### config.mk
export PLATFORM = sky130hd
export DESIGN_NAME = rr_arbiter4_flat
export DESIGN_NICKNAME = d
export VERILOG_FILES = /design/src/rtl/rr_arbiter4_pkg.sv /design/src/rtl/rr_arbiter4_if.sv /design/src/rtl/rr_arbiter4_grant_decode.sv /design/src/rtl/rr_arbiter4.sv /design/src/flat_wrapper.sv
export SDC_FILE = /design/constraint.sdc
export NUM_CORES = 1
export LEC_CHECK = 0
export CAP_MARGIN = 25
export CORE_AREA = 5 5 42 44
export CTS_BUF_LIST = sky130_fd_sc_hd__clkbuf_16
export DETAILED_ROUTE_END_ITERATION = 10
export DIE_AREA = 0 0 47 49
export GPL_ROUTABILITY_DRIVEN = 0
export PLACE_DENSITY = 0.69
export SYNTH_ARGS = -nofsm -noshare
export SYNTH_HDL_FRONTEND = slang
export SYNTH_SLANG_ARGS = --single-unit
### constraint.sdc
create_clock -name clk -period 1.4 [get_ports clk]
set_input_delay 0.14 -clock clk [delete_from_list [all_inputs] [get_ports clk]]
set_output_delay 0.14 -clock clk [all_outputs]
set_load 0.03 [all_outputs]
### src/rtl/rr_arbiter4_pkg.sv
// rr_arbiter4_pkg: shared sizes, FSM state type and the rotating-priority pick function
package arb4_pkg;

    localparam int N_REQ = 4;
    localparam int IDX_W = 2;

    typedef enum logic [1:0] {IDLE, GRANT, RELEASE} arb_state_t;

    // Returns {found, idx}: first set request scanning upward from ptr, wrapping 3 -> 0
    function automatic logic [IDX_W:0] rr_pick(input logic [N_REQ-1:0] req, input logic [IDX_W-1:0] ptr);
        logic [IDX_W:0] r;
        logic [IDX_W-1:0] j;
        r = '0;
        for (int i = N_REQ - 1; i >= 0; i--) begin
            j = ptr + IDX_W'(i);
            r = req[j] ? {1'b1, j} : r;
        end
        return r;
    endfunction

endpackage

### src/rtl/rr_arbiter4_if.sv
// rr_arbiter4_if: request/grant bundle between the requesters (master) and the arbiter (slave)
interface rr_arbiter4_if;
    import arb4_pkg::*;

    logic [N_REQ-1:0] req;
    logic [N_REQ-1:0] grant;
    logic [IDX_W-1:0] grant_idx;
    logic             grant_vld;
    logic             timeout;

    modport master (output req, input grant, grant_idx, grant_vld, timeout);
    modport slave  (input req, output grant, grant_idx, grant_vld, timeout);

endinterface

### src/rtl/rr_arbiter4_grant_decode.sv
// grant_decode: enabled 2-to-4 decoder turning the owner index into a one-hot grant
module grant_decode
    import arb4_pkg::*;
(
    input  logic [IDX_W-1:0] idx_i,
    input  logic             en_i,
    output logic [N_REQ-1:0] grant_o
);

    assign grant_o = en_i ? N_REQ'(1) << idx_i : '0;

endmodule

### src/rtl/rr_arbiter4.sv
// rr_arbiter4: 4-way round-robin arbiter; define ARB_TIMEOUT_EN to revoke grants held MAX_HOLD cycles
module rr_arbiter4
    import arb4_pkg::*;
#(
    parameter int MAX_HOLD = 16
) (
    input logic         clk,
    input logic         rst_n,
    rr_arbiter4_if.slave bus
);

    arb_state_t       state_q, state_d;
    logic [IDX_W-1:0] idx_q, idx_d;
    logic [IDX_W-1:0] ptr_q, ptr_d;
    logic [IDX_W:0]   pick;
    logic             hold_exp;

    assign pick = rr_pick(bus.req, ptr_q);

    // FSM state, current owner index and priority pointer
    always_ff @(posedge clk or negedge rst_n) begin
        if (!rst_n) begin
            state_q <= IDLE;
            idx_q   <= '0;
            ptr_q   <= '0;
        end else begin
            state_q <= state_d;
            idx_q   <= idx_d;
            ptr_q   <= ptr_d;
        end
    end

    // Owner keeps the grant until it drops req or the hold limit hits; otherwise arbitrate
    always_comb begin
        state_d = state_q;
        idx_d   = idx_q;
        ptr_d   = ptr_q;
        if (state_q == GRANT) begin
            state_d = (!bus.req[idx_q] || hold_exp) ? RELEASE : GRANT;
            ptr_d   = (!bus.req[idx_q] || hold_exp) ? idx_q + 1'b1 : ptr_q;
        end else begin
            state_d = pick[IDX_W] ? GRANT : IDLE;
            idx_d   = pick[IDX_W] ? pick[IDX_W-1:0] : idx_q;
        end
    end

`ifdef ARB_TIMEOUT_EN
    localparam int CNT_W = $clog2(MAX_HOLD);

    logic [CNT_W-1:0] cnt_q, cnt_d;
    logic             timeout_q, timeout_d;

    assign hold_exp  = cnt_q == CNT_W'(MAX_HOLD - 1);
    assign cnt_d     = (state_q == GRANT) ? cnt_q + 1'b1 : '0;
    assign timeout_d = (state_q == GRANT) && bus.req[idx_q] && hold_exp;

    // Hold counter restarts outside GRANT; timeout pulses during the forced RELEASE cycle
    always_ff @(posedge clk or negedge rst_n) begin
        if (!rst_n) begin
            cnt_q     <= '0;
            timeout_q <= 1'b0;
        end else begin
            cnt_q     <= cnt_d;
            timeout_q <= timeout_d;
        end
    end

    assign bus.timeout = timeout_q;
`else
    logic unused_max_hold;

    assign unused_max_hold = MAX_HOLD >= 2;
    assign hold_exp        = 1'b0;
    assign bus.timeout     = 1'b0;
`endif

    assign bus.grant_idx = idx_q;
    assign bus.grant_vld = state_q == GRANT;

    grant_decode u_dec (
        .idx_i  (idx_q),
        .en_i   (bus.grant_vld),
        .grant_o(bus.grant)
    );

endmodule

### src/flat_wrapper.sv
// flat-port wrapper written by rule: the top's interface ports become plain ports
module rr_arbiter4_flat import arb4_pkg::*;
#(
    parameter int MAX_HOLD = 16
)
  (clk, rst_n, bus_req, bus_grant, bus_grant_idx, bus_grant_vld, bus_timeout);
  rr_arbiter4_if bus_i ();
  input logic clk;
  input logic rst_n;
  input wire logic [$bits(bus_i.req)-1:0] bus_req;
  output wire logic [$bits(bus_i.grant)-1:0] bus_grant;
  output wire logic [$bits(bus_i.grant_idx)-1:0] bus_grant_idx;
  output wire logic [$bits(bus_i.grant_vld)-1:0] bus_grant_vld;
  output wire logic [$bits(bus_i.timeout)-1:0] bus_timeout;
  assign bus_i.req = bus_req;
  assign bus_grant = bus_i.grant;
  assign bus_grant_idx = bus_i.grant_idx;
  assign bus_grant_vld = bus_i.grant_vld;
  assign bus_timeout = bus_i.timeout;
  rr_arbiter4 #(.MAX_HOLD(MAX_HOLD)) u_core (.clk(clk), .rst_n(rst_n), .bus(bus_i));
endmodule
### Word-level counts from Yosys, hierarchy flattened

Cells that the tools add are included.

* bits in registers: 6
* input bits: 6
* output and inout port bits: 8
* word-level logic and storage cells: 36

* add/subtract/negate cells: 4
* order comparisons: 5
* eq/ne operators: 1
* shift operators: 1
* mux-type cells: 18
* bitwise gates (word level): 2
* reduce and logical (&&, ||, !) cells: 2

Operators by type and width (number)
* $lt A2 B3 Y1 const B: 5
* $mux W3: 4
* $bmux W1 S2: 5
* $mux W1: 6
* $add A2 B1 Y2 const B: 2
* $add A2 B2 Y2 const B: 2
* $mux W2: 2
* $mux W4: 1
* $reduce_and A2 Y1: 2
* $shl A1 B2 Y4 const A: 1
* $eq A2 B1 Y1 const B: 1
* $not A1 Y1: 2

### Longest topological paths before layout

* word-level depth: 9
* gate-level depth with buffers: 5
* gate-level depth less buffers: 4

### Hierarchy

A second synthesis with hierarchy kept.

* cell total of the unflattened synthesis: 50
* area total of the unflattened synthesis: 414.1 µm²

By module, submodules not included
* rr_arbiter4: instances 1, cells an instance 46, area an instance 376.6 µm², sequential area each 150.1 µm²
* grant_decode: instances 1, cells an instance 4, area an instance 37.5 µm², sequential area each 0.0 µm²

### Worst setup path after synthesis

Ideal clock, no wire load.

* kind: reg2reg
* start: reg u_core.idx_q[1], in the netlist u_core.bus.grant_idx[1]
* end: reg u_core.ptr_q[1]
* library setup time: 0.125 ns
* arrival time: 1.340 ns
* required time: 1.275 ns
* path slack: -0.065 ns
* stages on the path, launching flop included: 5
* path buffers: 0
* period minus slack after synthesis: 1.465 ns
* cells stage by stage: dfrtp_1 mux2i_1 nand3_2 nand2_4 mux2_4

* longest elaborated chain between the ends: 4
* elaborated cells on any way between the ends: 5
* classes of those cells: 1 x add/sub; 2 x mux; 1 x bitwise; 1 x reduce/logical

RTL lines
* start, declared: RTL line rr_arbiter4.sv:13 `logic [IDX_W-1:0] idx_q, idx_d;`
* start signal, assigned: RTL line rr_arbiter4.sv:28 `idx_q <= idx_d;`
* $bmux W1 S2: RTL line rr_arbiter4.sv:40 `ptr_d = (!bus.req[idx_q] || hold_exp) ? idx_q + 1'b1 : ptr_q;`
* $mux W1 (not written as such): RTL line rr_arbiter4.sv:40
* $not A1 Y1 (no source line)
* $reduce_and A2 Y1 (no source line)
* end signal, assigned: RTL line rr_arbiter4.sv:29 `ptr_q <= ptr_d;`
* end, declared: RTL line rr_arbiter4.sv:14 `logic [IDX_W-1:0] ptr_q, ptr_d;`

Parallel ways exist; a longest one is shown, timed or not. The select of a mux whose other input is x is not followed.
A chain may end at the register's enable or synchronous reset.

### Worst setup path in the final report

* start: reg u_core.idx_q[0], in the netlist u_core.bus.grant_idx[0]
* end: out bus_grant[0]

* longest elaborated chain between the ends: 2

RTL lines
* $shl A1 B2 Y4: RTL line rr_arbiter4_grant_decode.sv:10 `assign grant_o = en_i ? N_REQ'(1) << idx_i : '0;`
* $mux W4: RTL line rr_arbiter4_grant_decode.sv:10
* end, declared: RTL line flat_wrapper.sv:11 `output wire logic [$bits(bus_i.grant)-1:0] bus_grant;`

No other way between the ends.

==> results.py <==
metrics = {
    "clock_tree": {
        "cts_buffer_depth": 2,
        "cts_sinks": 6,
        "clk_pin_slew_ps": 40,
        "htree_levels": 1,
        "holdBufCountCts": 0,
        "cts-root-buf": "clkbuf_16",
        "clk_latency_ps": 230,
        "cts_tree": "yes",
        "numCtsBuffers": 3,
    },
    "global_route": {
        "grt_pass1_wl_mm": 1.59,
        "grt_pass1_vias": 363,
        "grt_overflow_total": 0,
        "antenna_found_initial": 0,
        "grt.total_usage": 0.105,
        "grt_max_degree": 12,
    },
    "final_layout": {
        "fin_util": 0.475,
        "layout.cells.non_filler": 79,
        "layout.nets": 74,
        "drive_above_1_share": 0.349,
        "syn2layout_area_growth_pct": 51.6,
        "antenna_cells": 0,
        "fill_cells": 142,
    },
    "sta": {
        "finalMaxSlewViolations": 0,
        "fin_skew_ps": 2.15,
        "rsz0062_at_grt": "no",
        "post-route-min-period_ps": 1330,
        "final-hold-violation-count": 0,
        "fmax_mhz": 751,
        "finalSetupViolCount": 0,
        "holdWs_ps": 162,
        "period_share": 0.951,
    },
    "logic_synthesis": {
        "ys_ff_latch": 6,
        "yosysMostFrequentCell": "dfrtp_1",
        "synthArstFlopShare": 1.00,
        "synth_fp_nets": 54,
        "seq_area_frac_synth": 0.342,
        "synth_edf_count": 0,
        "yosys_warnings": 0,
        "ys_types": 24,
        "yosysTopAreaCell": "dfrtp_1",
        "yosysTopAreaCellShare": 0.342,
        "synthTopCellsByCount": "dfrtp_1 (6), and2_1 (4), ha_1 (4), inv_1 (4), a21oi_1 (3)",
        "synth_area_sq_um": 439,
        "synth_ff_type": "dfrtp_1",
        "ys_top_cells_by_area": "dfrtp_1 (34%), ha_1 (11%), and2_1 (5.7%)",
        "synthCells": 44,
        "syn_avg_cell_area_sq_um": 9.98,
    },
    "setup_path": {
        "worst_ep_arrival_time_ps": 1190,
        "cp.required_ps": 1260,
        "path_max_fanout": 5,
        "end_kind": "primary output",
        "startpoint_type": "flip-flop",
        "crit_type": "flip-flop to primary output",
    },
    "pwr": {
        "p_leak_nw": 0.322,
        "pwr_density_cell_nw_per_um2": 2570,
        "vdd_drop_max_mv": 1.27,
        "total_power_w": 0.00171,
    },
    "floorplan": {
        "die_y_um": 49,
        "io_pins": 14,
        "initial_core_util": 0.313,
        "row_count": 14,
        "die_x_um": 47,
        "core_area_sq_um": 1400,
        "dieArea_sq_um": 2300,
    },
    "place": {
        "port_buffers": 12,
        "hpwl_um": 712,
        "place_inst": 74,
    },
    "drt": {
        "finalWirelength_mm": 1.04,
        "drtAntennaViolNets": 0,
        "wl_per_cell_um": 13.2,
        "drtIter0Drc": 10,
        "vias": 380,
        "dr.pass1.iters": 4,
        "viasPerCell": 4.81,
        "post-route-drc-count": 0,
    },
    "hold_path": {
        "hold_path.class": "input pin to async pin",
    },
    "run_status": {
        "run_status": "completed",
    },
    "flow_run": {
        "cap_violations": 0,
    },
}
[worst paths after layout]
path	start	end	slack (ps)	depth (start not counted)
max in group asynchronous	rst_n	u_core.bus.grant_idx[0]	990	1
min reg2reg	u_core.ptr_q[1]	u_core.ptr_q[1]	600	1
max	u_core.bus.grant_idx[0]	bus_grant[0]	70	4
max reg2reg	u_core.bus.grant_idx[1]	u_core.ptr_q[1]	110	4
min	rst_n	u_core.ptr_q[1]	160	1
min in group clk	u_core.ptr_q[1]	u_core.ptr_q[1]	600	1
[area by class of cell]
type | count | area, sq um | area share
Sequential cell | 6 | 153 | 0.229
Inverter | 4 | 15.0 | 0.0226
Timing Repair Buffer | 16 | 135 | 0.203
Multi-Input combinational cell | 33 | 264 | 0.397
Tap cell | 16 | 20.0 | 0.0301
Clock buffer | 3 | 75.1 | 0.113
Clock inverter | 1 | 3.75 | 0.00564
[placed cells by master, fill, tap and decap left out, types with 2 or more instances in the layout]
cell	count
buf_4	9
clkdlybuf4s50_1	5
and2_1	4
ha_1	4
dfrtp_1	4
inv_1	3
a21oi_1	3
clkbuf_16	3
inv_2	2
mux2i_1	2
nand3_2	2
nor2_1	2
nand2b_1	2
dlygate4sd2_1	2
dfrtp_2	2
[state kept, by name (all words and copies together), names as in the netlist]
register / cells
u_core.bus.grant_idx: 2
u_core.state_q: 2
u_core.ptr_q: 2
[metal layers]
metal  track usage  share of wire  vias up  routed length, um
met5             0              0        -                  0
met4        0.0829          0.024        0                 25
met3        0.0443          0.066        2                 69
met2         0.158           0.48       13                503
met1         0.107           0.42      179                441
li1              -              -      186                  -
[per-stage QoR]
| step | setup TNS [ps] | area, sq um | setup slack, ps |
|---|---|---|---|
| 2_1_floorplan | 0 | 440 | 19.9 |
| 3_3_place_gp | -46.1 | 579 | -46.1 |
| 3_5_place_dp | -57.6 | 579 | -57.6 |
| 4_1_cts | 0 | 657 | 24.3 |
| 5_1_grt | 0 | 666 | 20.7 |
| 6_report | 0 | 666 | 68.5 |
[cells by family after synthesis]
| kind of cell | synth area share |
|---|---|
| compound gates | 0.137 |
| fa+ha+maj | 0.114 |
| buf+inv | 0.0769 |
| flops | 0.342 |
| mux | 0.0798 |
| other cells | 0.00854 |
| simple gates | 0.242 |
[repair_timing]
item,in CTS,in global routing
gates resized for setup,3,2
setup endpoints to repair,4,4
cloned,0,1
setup buffers,0,0
[critical path: stages (launching register included)]
cell and delay, ps:
dfrtp_2 410, inv_2 80, ha_1 180, and2_1 130, buf_4 160
[report_power, final]
part	internal, W	switching (W)
Sequential	0.000265	0.000107
Combinational	0.000376	0.000483
Clock	0.000371	0.000107
Total	0.00101	0.000697
(Power assumes the default switching activity.)
